## src/rtl/alu_result_fifo_if.sv

```systemverilog
// Handshake bundle between the ALU result producer, the result FIFO and the writeback/monitor consumer.
// The FIFO takes the slave view; the producer/consumer side takes the master view.
interface alu_result_fifo_if #(
    parameter int DATA_W = 32
);
    logic              in_valid;
    logic              in_ready;
    logic [DATA_W-1:0] in_result;
    logic              in_overflow;
    logic [4:0]        in_control;

    logic              out_valid;
    logic              out_ready;
    logic [DATA_W-1:0] out_result;
    logic              out_overflow;
    logic              out_zero;
    logic              out_neg;
    logic [4:0]        out_control;

    modport master (
        output in_valid, in_result, in_overflow, in_control, out_ready,
        input  in_ready, out_valid, out_result, out_overflow, out_zero, out_neg, out_control
    );

    modport slave (
        input  in_valid, in_result, in_overflow, in_control, out_ready,
        output in_ready, out_valid, out_result, out_overflow, out_zero, out_neg, out_control
    );
endinterface

```

## src/rtl/alu_result_fifo.sv

```systemverilog
// First-word-fall-through FIFO for ALU results with per-entry zero/neg/overflow flags and a sticky overflow.
// Optional push/overflow statistics counters are enabled by defining ALU_RESULT_FIFO_STATS_EN.
module alu_result_fifo #(
    parameter int DATA_W = 32,
    parameter int DEPTH  = 4,
    parameter int ADDR_W = 2
) (
    input  logic             clk,
    input  logic             rst_n,
    alu_result_fifo_if.slave bus,
    input  logic             clr_sticky_i,
    output logic [ADDR_W:0]  count_o,
    output logic             sticky_ovf_o
`ifdef ALU_RESULT_FIFO_STATS_EN
    ,
    output logic [15:0]      push_cnt_o,
    output logic [15:0]      ovf_cnt_o
`endif
);

    localparam logic [ADDR_W:0] FULL_CNT = (ADDR_W + 1)'(DEPTH);

    logic [DATA_W-1:0] mem_result_q [DEPTH];
    logic              mem_ovf_q    [DEPTH];
    logic              mem_zero_q   [DEPTH];
    logic              mem_neg_q    [DEPTH];
    logic [4:0]        mem_ctrl_q   [DEPTH];

    logic [ADDR_W-1:0] wr_ptr_q, wr_ptr_d;
    logic [ADDR_W-1:0] rd_ptr_q, rd_ptr_d;
    logic [ADDR_W:0]   count_q, count_d;
    logic              sticky_q, sticky_d;

    logic in_ready;
    logic out_valid;
    logic push;
    logic pop;

    // Acceptance looks only at the registered count, so a full FIFO never admits
    // a push even when the consumer drains an entry in the same cycle.
    assign in_ready  = (count_q != FULL_CNT);
    assign out_valid = (count_q != '0);
    assign push      = bus.in_valid && in_ready;
    assign pop       = out_valid && bus.out_ready;

    assign bus.in_ready     = in_ready;
    assign bus.out_valid    = out_valid;
    assign bus.out_result   = mem_result_q[rd_ptr_q];
    assign bus.out_overflow = mem_ovf_q[rd_ptr_q];
    assign bus.out_zero     = mem_zero_q[rd_ptr_q];
    assign bus.out_neg      = mem_neg_q[rd_ptr_q];
    assign bus.out_control  = mem_ctrl_q[rd_ptr_q];

    assign count_o      = count_q;
    assign sticky_ovf_o = sticky_q;

    // Entry storage carries no reset; head data are ignored while out_valid is low.
    always_ff @(posedge clk) begin
        if (push) begin
            mem_result_q[wr_ptr_q] <= bus.in_result;
            mem_ovf_q[wr_ptr_q]    <= bus.in_overflow;
            mem_zero_q[wr_ptr_q]   <= (bus.in_result == '0);
            mem_neg_q[wr_ptr_q]    <= bus.in_result[DATA_W-1];
            mem_ctrl_q[wr_ptr_q]   <= bus.in_control;
        end
    end

    always_comb begin
        wr_ptr_d = wr_ptr_q;
        rd_ptr_d = rd_ptr_q;
        count_d  = count_q;
        sticky_d = sticky_q;

        if (push) begin
            wr_ptr_d = wr_ptr_q + 1'b1;
        end
        if (pop) begin
            rd_ptr_d = rd_ptr_q + 1'b1;
        end

        case ({push, pop})
            2'b10:   count_d = count_q + 1'b1;
            2'b01:   count_d = count_q - 1'b1;
            default: count_d = count_q;
        endcase

        // A set in the same cycle as a clear must win.
        if (clr_sticky_i) begin
            sticky_d = 1'b0;
        end
        if (push && bus.in_overflow) begin
            sticky_d = 1'b1;
        end
    end

    always_ff @(posedge clk or negedge rst_n) begin
        if (!rst_n) begin
            wr_ptr_q <= '0;
            rd_ptr_q <= '0;
            count_q  <= '0;
            sticky_q <= 1'b0;
        end else begin
            wr_ptr_q <= wr_ptr_d;
            rd_ptr_q <= rd_ptr_d;
            count_q  <= count_d;
            sticky_q <= sticky_d;
        end
    end

`ifdef ALU_RESULT_FIFO_STATS_EN
    logic [15:0] push_cnt_q, push_cnt_d;
    logic [15:0] ovf_cnt_q, ovf_cnt_d;
    logic        ovf_push;

    assign ovf_push = push && bus.in_overflow;

    // Clear with a coincident increment lands at 1; otherwise saturate at all-ones.
    always_comb begin
        push_cnt_d = push_cnt_q;
        ovf_cnt_d  = ovf_cnt_q;

        if (clr_sticky_i) begin
            push_cnt_d = push ? 16'd1 : 16'd0;
            ovf_cnt_d  = ovf_push ? 16'd1 : 16'd0;
        end else begin
            if (push && (push_cnt_q != 16'hFFFF)) begin
                push_cnt_d = push_cnt_q + 16'd1;
            end
            if (ovf_push && (ovf_cnt_q != 16'hFFFF)) begin
                ovf_cnt_d = ovf_cnt_q + 16'd1;
            end
        end
    end

    always_ff @(posedge clk or negedge rst_n) begin
        if (!rst_n) begin
            push_cnt_q <= '0;
            ovf_cnt_q  <= '0;
        end else begin
            push_cnt_q <= push_cnt_d;
            ovf_cnt_q  <= ovf_cnt_d;
        end
    end

    assign push_cnt_o = push_cnt_q;
    assign ovf_cnt_o  = ovf_cnt_q;
`endif

endmodule

```

## src/flat_wrapper.sv

```systemverilog
// flat-port wrapper written by rule: the top's interface ports become plain ports
module alu_result_fifo_flat 
#(
    parameter int DATA_W = 32,
    parameter int DEPTH  = 4,
    parameter int ADDR_W = 2
)
  (clk, rst_n, clr_sticky_i, count_o, sticky_ovf_o, bus_in_valid, bus_in_result, bus_in_overflow, bus_in_control, bus_out_ready, bus_in_ready, bus_out_valid, bus_out_result, bus_out_overflow, bus_out_zero, bus_out_neg, bus_out_control);
  alu_result_fifo_if #(.DATA_W(DATA_W)) bus_i ();
  input  logic clk;
  input  logic rst_n;
  input  logic clr_sticky_i;
  output logic [ADDR_W:0] count_o;
  output logic sticky_ovf_o;
  input wire logic [$bits(bus_i.in_valid)-1:0] bus_in_valid;
  input wire logic [$bits(bus_i.in_result)-1:0] bus_in_result;
  input wire logic [$bits(bus_i.in_overflow)-1:0] bus_in_overflow;
  input wire logic [$bits(bus_i.in_control)-1:0] bus_in_control;
  input wire logic [$bits(bus_i.out_ready)-1:0] bus_out_ready;
  output wire logic [$bits(bus_i.in_ready)-1:0] bus_in_ready;
  output wire logic [$bits(bus_i.out_valid)-1:0] bus_out_valid;
  output wire logic [$bits(bus_i.out_result)-1:0] bus_out_result;
  output wire logic [$bits(bus_i.out_overflow)-1:0] bus_out_overflow;
  output wire logic [$bits(bus_i.out_zero)-1:0] bus_out_zero;
  output wire logic [$bits(bus_i.out_neg)-1:0] bus_out_neg;
  output wire logic [$bits(bus_i.out_control)-1:0] bus_out_control;
  assign bus_i.in_valid = bus_in_valid;
  assign bus_i.in_result = bus_in_result;
  assign bus_i.in_overflow = bus_in_overflow;
  assign bus_i.in_control = bus_in_control;
  assign bus_i.out_ready = bus_out_ready;
  assign bus_in_ready = bus_i.in_ready;
  assign bus_out_valid = bus_i.out_valid;
  assign bus_out_result = bus_i.out_result;
  assign bus_out_overflow = bus_i.out_overflow;
  assign bus_out_zero = bus_i.out_zero;
  assign bus_out_neg = bus_i.out_neg;
  assign bus_out_control = bus_i.out_control;
  alu_result_fifo #(.DATA_W(DATA_W), .DEPTH(DEPTH), .ADDR_W(ADDR_W)) u_core (.clk(clk), .rst_n(rst_n), .bus(bus_i), .clr_sticky_i(clr_sticky_i), .count_o(count_o), .sticky_ovf_o(sticky_ovf_o));
endmodule
```

## config.mk

```make
export PLATFORM = sky130hd
export DESIGN_NAME = alu_result_fifo_flat
export DESIGN_NICKNAME = d
export VERILOG_FILES = /design/src/rtl/alu_result_fifo_if.sv /design/src/rtl/alu_result_fifo.sv /design/src/flat_wrapper.sv
export SDC_FILE = /design/constraint.sdc
export NUM_CORES = 1
export LEC_CHECK = 0
export CORE_ASPECT_RATIO = 0.8
export CORE_MARGIN = 3
export CORE_UTILIZATION = 51
export CTS_BUF_LIST = sky130_fd_sc_hd__clkbuf_8
export DETAILED_ROUTE_END_ITERATION = 10
export PLACE_DENSITY_LB_ADDON = 0.12
export SKIP_CTS_REPAIR_TIMING = 1
export SLEW_MARGIN = 20
export SYNTH_ARGS = -nofsm -noshare
export SYNTH_HDL_FRONTEND = slang
export SYNTH_SLANG_ARGS = --single-unit
```

## constraint.sdc

```tcl
create_clock -name clk -period 2.2 [get_ports clk]
set_input_delay 0.22 -clock clk [delete_from_list [all_inputs] [get_ports clk]]
set_output_delay 0.22 -clock clk [all_outputs]
set_load 0.1 [all_outputs]
```

Yosys cells after proc, flatten, opt, wreduce, memory -nomap -nowiden
Memories as Yosys holds them, arrays and structs flattened. Index checks and enable logic that the tools add are counted.

Add/sub/neg operators: 4. Equal/unequal tests: 3. Multiplexer cells: 5. Reductions and logical operators: 7.

Operator list (number): 32-bit zero test (1); 3-bit one-hot mux with 2 select lines (1); 2-bit by 1-bit adder with 2-bit output, second input constant (2); 1-bit two-way mux (4); 2-bit nonzero test (2); 3-bit by 1-bit adder with 3-bit output, second input constant (1); 1-bit logical AND (3); 3-bit != test, second input constant (1); 3-bit nonzero test (1); 3-bit by 1-bit subtractor with 3-bit output, second input constant (1); 2-bit by 1-bit == test with 1-bit output, second input constant (1); 2-bit == test, second input constant (1).

Flip-flop bits (word level): 8. Bits in writable memories: 160. Bits of input ports: 43. Output and inout bits: 46. Memories kept: 5.

Memory list: u_core.mem_result_q (depth 4, width 32, read ports 1, clocked after Yosys merged registers in 0, wr ports 1, line alu_result_fifo.sv:23) `logic [DATA_W-1:0] mem_result_q [DEPTH];`; u_core.mem_ctrl_q (depth 4, width 5, read ports 1, clocked after Yosys merged registers in 0, wr ports 1, line alu_result_fifo.sv:27) `logic [4:0] mem_ctrl_q [DEPTH];`; u_core.mem_neg_q (depth 4, width 1, read ports 1, clocked after Yosys merged registers in 0, wr ports 1, line alu_result_fifo.sv:26) `logic mem_neg_q [DEPTH];`; u_core.mem_ovf_q (depth 4, width 1, read ports 1, clocked after Yosys merged registers in 0, wr ports 1, line alu_result_fifo.sv:24) `logic mem_ovf_q [DEPTH];`; u_core.mem_zero_q (depth 4, width 1, read ports 1, clocked after Yosys merged registers in 0, wr ports 1, line alu_result_fifo.sv:25) `logic mem_zero_q [DEPTH];`.

Longest topological paths before layout
Gate-level depths: netlist of run 1.

Word-level depth: 4. Mapped depth: 9.

Least setup slack after synthesis of run 1
No wires, ideal clock.

Kind: flip-flop to flip-flop. From: register u_core.count_q[2], in the netlist u_core.count_o[2]. To: register u_core.count_q[2], in the netlist u_core.count_o[2]. Library setup time: 0.163 ns. Arrival time: 2.767 ns. Data required time: 2.037 ns. Setup slack: -0.730 ns. Cell stages (with the launch flop): 10. Path buffers: 0. Cell sequence: dfrtp_1 > or3b_4 > and2_4 > inv_1 > ha_1 > inv_1 > fa_1 > xor2_1 > nor2_1 > xor2_1.

Longest elaborated chain between the ends: 4. Elaborated cells between the ends (all ways): 10. Classes of those cells: add/sub (2); eq/ne (3); mux (1); reduce/logical (4).

RTL lines: start, declared (line alu_result_fifo.sv:31) `logic [ADDR_W:0] count_q, count_d;`; start signal, assigned (line alu_result_fifo.sv:105) `count_q <= count_d;`; 3-bit != test * (line alu_result_fifo.sv:41) `assign in_ready = (count_q != FULL_CNT);`; net bus_in_ready (line flat_wrapper.sv:20) `output wire logic [$bits(bus_i.in_ready)-1:0] bus_in_ready;`; 1-bit logical AND * (line alu_result_fifo.sv:43) `assign push = bus.in_valid && in_ready;`; 2-bit by 1-bit == test with 1-bit output / 2-bit == test (equally long branches) (line alu_result_fifo.sv:81) `case ({push, pop})`; 3-bit one-hot mux with 2 select lines / 2-bit nonzero test (equally long branches).

Mark *: on every way through the listed nets, which the timed path passes. The rest lies on a longest branch. A chain may end at the register's enable or synchronous reset.

Worst setup path in the final report of run 1
From: register u_core.rd_ptr_q[0]. To: output port bus_out_result[15].

Longest elaborated chain between the ends: 1.

RTL lines: start, declared (line alu_result_fifo.sv:30) `logic [ADDR_W-1:0] rd_ptr_q, rd_ptr_d;`; start signal, assigned (line alu_result_fifo.sv:104) `rd_ptr_q <= rd_ptr_d;`; memory read 4 x 32 bit; end, declared (line flat_wrapper.sv:22) `output wire logic [$bits(bus_i.out_result)-1:0] bus_out_result;`.

No other way between the ends.

==> results.yml, run 1 <==
placed_design:
  hpwlAfterDp_um: 7000
  portBuffers: 88
  detailedPlace.worstSlack_ns: 0.0403
  place.gp.congestion: 0.739
die:
  die_h_um: 104
  io_pins: 89
  num_rows: 35
  dieWidth_um: 129
  core_um2: 11600
  start_util_pct: 52.8
  dieArea_um2: 13400
clock_network:
  cts_max_level: 4
  cts.clk_slew.worst_paths_ns: 0.08
  cts_buffer_depth: 2
  clock_sinks: 164
  clock-root-buffer: "clkbuf_8"
  clk_latency_ns: 0.44
  cts_tree: "yes"
  cts_buffers: 17
timing:
  hold_violations: 0
  slew_headroom_pct: 66.1
  rsz0062_at_grt: "yes"
  fin_skew_ns: 0.0102
  hold_slack_ns: 0.0608
  postLayoutSetupSlackWorst_ns: 0.0450
  period_share_pct: 98.0
  maxSlewViolCount: 0
  max_freq_ghz: 0.464
  finalCriticalPeriod_ns: 2.15
  setup_viol: 0
  tightest_slew_ns: 0.504
setup_path:
  critPathRequiredTime_ns: 1.98
  crit_end: "bus_out_result[15]"
  end_kind: "output pin"
  crit_start: "u_core.rd_ptr_q[0]$_DFFE_PN0P_"
  r2r_cells: 9
  r2r_start: "u_core.count_o[0]$_DFFE_PN0P_"
  ff2ff_setup_slack_ns: 0.10
  regToRegEndpoint: "u_core.count_o[2]$_DFFE_PN0P_"
  crit_fanout: 15
  crit_type: "flip-flop to output pin"
  crit_arrival_ns: 1.93
  start_kind: "flip-flop"
global_route:
  grt_max_degree: 30
  grt_overflow_total: 0
  antenna_found_initial: 0
  grt_pass1_wl_um: 17200
  globalRouteTotalUtil_pct: 17.7
  first_global_vias: 3014
routing:
  drc: 0
  vias: 2945
  detail-route-antenna-nets: 0
  post_drt_wl_per_cell_um: 20.8
  dr.pass1.iters: 4
  drt_iter0_markers: 214
  routed_via_density: 5.48
  wl_um: 11200
status:
  status: "finished, final reports clean"
synthesis:
  yosysMostFrequentCell: "edfxtp_1"
  seq_area_frac_synth_pct: 79.4
  synth_common_cells: "edfxtp_1, mux4_2, dfrtp_1, nor4_1, inv_1"
  synth-edff-count: 156
  synth_top_cell_by_area: "edfxtp_1"
  syn_avg_cell_area_um2: 24.0
  ys_warn_count: 0
  ys_seq_elements: 164
  synth_cells: 256
  syn_nets: 305
  ys_async_sr_fraction_pct: 4.88
  synth_cell_types: 24
  ys.flop_type: "edfxtp_1"
  yosysTopAreaCellShare_pct: 76.2
  synth_top_cells_by_area: "edfxtp_1, mux4_2, dfrtp_1"
  syn-cell-area_um2: 6150
run:
  drv_cap: 0
layout:
  drive_above_1_share_pct: 40.4
  antenna_cells: 0
  fin_util_pct: 70.8
  nets: 425
  syn_to_final_growth_pct: 34.1
worst_hold_path:
  hp-class: "input pin to async pin"
[metrics by stage]
| stage | instance area (µm²) | TNS (ns) | std cells |
|---|---|---|---|
| CTS | 8160 | -2.12 | 527 |
| finish | 8240 | 0 | 537 |
| global route | 8240 | -0.511 | 537 |
| detailed placement | 7720 | 0 | 495 |
| floorplan | 6170 | -0.417 | 256 |
| global placement | 7720 | 0 | 495 |
[cell families after synthesis]
| group | after synthesis | share of synthesized area, % |
|---|---|---|
| DFF | 164 | 79.4 |
| AOI/OAI and AO/OA | 2 | 0.326 |
| xor gates and xnor gates | 6 | 0.855 |
| adders and majority gates | 6 | 1.34 |
| and+or+nand+nor | 20 | 2.14 |
| muxes | 41 | 14.7 |
| buffers and inverters | 17 | 1.20 |
[layer usage]
metal / track usage, % / vias up / wire (µm)
met2: 25.4 / 93 / 5430
li1: - / 1319 / -
met5: 0 / - / 0
met1: 26.2 / 1522 / 4980
met4: 4.72 / 0 / 80
met3: 6.31 / 11 / 671
[worst max-delay path, cell delays in order, from the launching register on]
cell and delay [ns]:
dfrtp_2 0.49, buf_12 0.22, mux4_2 0.58, buf_12 0.20
[cell usage in the layout (no fill, tap or decap), drive strengths merged, types with 4 or more instances in the layout]
cell             n
edfxtp         156
nor4             8
clkdlybuf4s50   42
clkinv           7
ha               5
buf             69
clkbuf          17
mux4            39
bufinv           5
inv              8
dfrtp            8
and3             4
[state kept, by name, summed over array words and instances, names as in the netlist]
register / flops
u_core.sticky_ovf_o: 1
u_core.mem_neg_q: 3
u_core.mem_zero_q: 4
u_core.wr_ptr_q: 2
u_core.rd_ptr_q: 2
u_core.mem_result_q: 125
u_core.mem_ctrl_q: 20
u_core.mem_ovf_q: 4
u_core.count_o: 3
[how the worst min path moves through the flow]
stage / end / slack, ns / cells after the start
3_3_place_gp: u_core.sticky_ovf_o$_DFFE_PN0P_ / 0.51 / 1
3_5_place_dp: u_core.sticky_ovf_o$_DFFE_PN0P_ / 0.53 / 1
2_1_floorplan: u_core.rd_ptr_q[0]$_DFFE_PN0P_ / -0.08 / 0
6_report: u_core.sticky_ovf_o$_DFFE_PN0P_ / 0.06 / 1
4_1_cts: u_core.sticky_ovf_o$_DFFE_PN0P_ / 0.05 / 1
5_1_grt: u_core.sticky_ovf_o$_DFFE_PN0P_ / 0.05 / 1
[cell type report]
cell class                 instances  area (µm²)
clock buffer                      17         234
clock inverter                    15         214
fill                             708        3410
inverter                           7        26.3
multi-input combinational         75        1200
sequential                       164        4900
tap                              148         185
timing repair buffer             111        1480
Power of run 1 is not shown: default switching activity piles up to over one toggle a cycle in this logic, so the estimate is an artifact.
==> run 2, diff against run 1 <==
- GPL_TIMING_DRIVEN: unset -> 0
==> results.yml, run 2 (synthesis gave the netlist of run 1 again) <==
die:
  start_util_pct: 52.8
  dieArea_um2: 13400
  core_um2: 11600
  io_pins: 89
  num_rows: 35
  die_h_um: 104
  dieWidth_um: 129
timing:
  finalCriticalPeriod_ns: 2.20
  fin_skew_ns: 0.00925
  maxSlewViolCount: 0
  rsz0062_at_grt: "yes"
  postLayoutSetupSlackWorst_ns: 0.00138
  setup_viol: 0
  period_share_pct: 99.9
  max_freq_ghz: 0.455
  tightest_slew_ns: 1.03
  hold_violations: 0
  slew_headroom_pct: 31.5
  fin_setup_tns_ns: 0
setup_path:
  crit_slowest_cell: "mux4_2"
  crit_arrival_ns: 1.98
  crit_type: "flip-flop to output pin"
  crit_fanout: 10
  start_kind: "flip-flop"
  critPathRequiredTime_ns: 1.98
  end_kind: "output pin"
  slowest_delay_ns: 0.56
  worstPathCellList: "buf_6, buf_12, mux4_2, buf_6, buf_12"
status:
  status: "finished, final reports clean"
routing:
  wl_um: 10800
  vias: 2895
  dr.pass1.iters: 4
  detail-route-antenna-nets: 0
  routed_via_density: 5.50
  post_drt_wl_per_cell_um: 20.5
  drc: 0
  drt_iter0_markers: 176
clock_network:
  clk_latency_ns: 0.44
  cts_max_level: 4
  cts_tree: "yes"
  clock_sinks: 164
  clock-root-buffer: "clkbuf_8"
  cts.clk_slew.worst_paths_ns: 0.09
  cts_buffers: 17
  cts_buffer_depth: 2
worst_hold_path:
  hp-class: "input pin to async pin"
layout:
  drive_above_1_share_pct: 36.5
  antenna_cells: 0
  fin_util_pct: 66.7
  layout_common_cells: "edfxtp_1, clkdlybuf4s50_1, mux4_2"
  fillerInstances: 799
  multi_input_area_um2: 1210
  regArea_um2: 4900
  layout_commonest_cell: "edfxtp_1"
  largest_reg_flops: 125
  top_register: "u_core.mem_result_q"
  reg.largest.list: "u_core.mem_result_q (125), u_core.mem_ctrl_q (20)"
  syn_to_final_growth_pct: 26.4
  nets: 414
global_route:
  antenna_found_initial: 0
  globalRouteTotalUtil_pct: 17.4
  grt_overflow_total: 0
  grt_pass1_wl_um: 17100
  first_global_vias: 3110
  grt_max_degree: 40
placed_design:
  hpwlAfterDp_um: 6560
  detailedPlace.worstSlack_ns: -0.608
  place.gp.congestion: 0.690
  portBuffers: 88
run:
  drv_cap: 0
[run 2: worst paths after layout]
check                                                start                              end  slack [ns]  cells after the start
setup / recovery            u_core.rd_ptr_q[0]$_DFFE_PN0P_               bus_out_result[31]       0.001                      5
hold reg to reg            u_core.sticky_ovf_o$_DFFE_PN0P_  u_core.sticky_ovf_o$_DFFE_PN0P_        0.52                      1
min in group clk                              clr_sticky_i  u_core.sticky_ovf_o$_DFFE_PN0P_        0.38                      3
hold / removal                                       rst_n  u_core.sticky_ovf_o$_DFFE_PN0P_        0.05                      1
max in group asynchronous                            rst_n    u_core.count_o[1]$_DFFE_PN0P_        1.84                      1
setup reg to reg             u_core.count_o[0]$_DFFE_PN0P_    u_core.count_o[2]$_DFFE_PN0P_        0.06                      9
[run 2: cell type report]
cell class                      instances  area share (%)
Sequential cell                       164            63.0
Timing Repair Buffer                   90            11.8
Buffer                                 10            1.58
Clock inverter                         15            2.30
Tap cell                              148            2.38
Multi-Input combinational cell         75            15.6
Inverter                                7           0.338
Clock buffer                           17            3.01
[run 2: through the flow]
step / cell area, µm² / hold WS (ns) / std cells
finish: 7770 / 0.0536 / 526
global route: 7770 / 0.0549 / 526
CTS: 7650 / 0.0420 / 524
detailed placement: 7240 / 0.509 / 492
global placement: 7240 / 0.499 / 492
floorplan: 6170 / -0.0756 / 256
[run 2: per-layer routing]
layer  global-route usage (%)  up-vias  part of all wire, %
li1                         -     1299                    -
met1                     24.4     1492                   45
met2                     26.3       92                   49
met3                     4.52       12                  5.2
met4                     6.97        0                  1.5
met5                        0        -                    0
[run 2: worst max-delay path: cells and delay by family (launching register included)]
kind	cells	cell delay, ns
buffers and inverters	4	0.62
flip-flops	1	0.35
multiplexers	1	0.56
Power of run 2 is left out for the same reason.
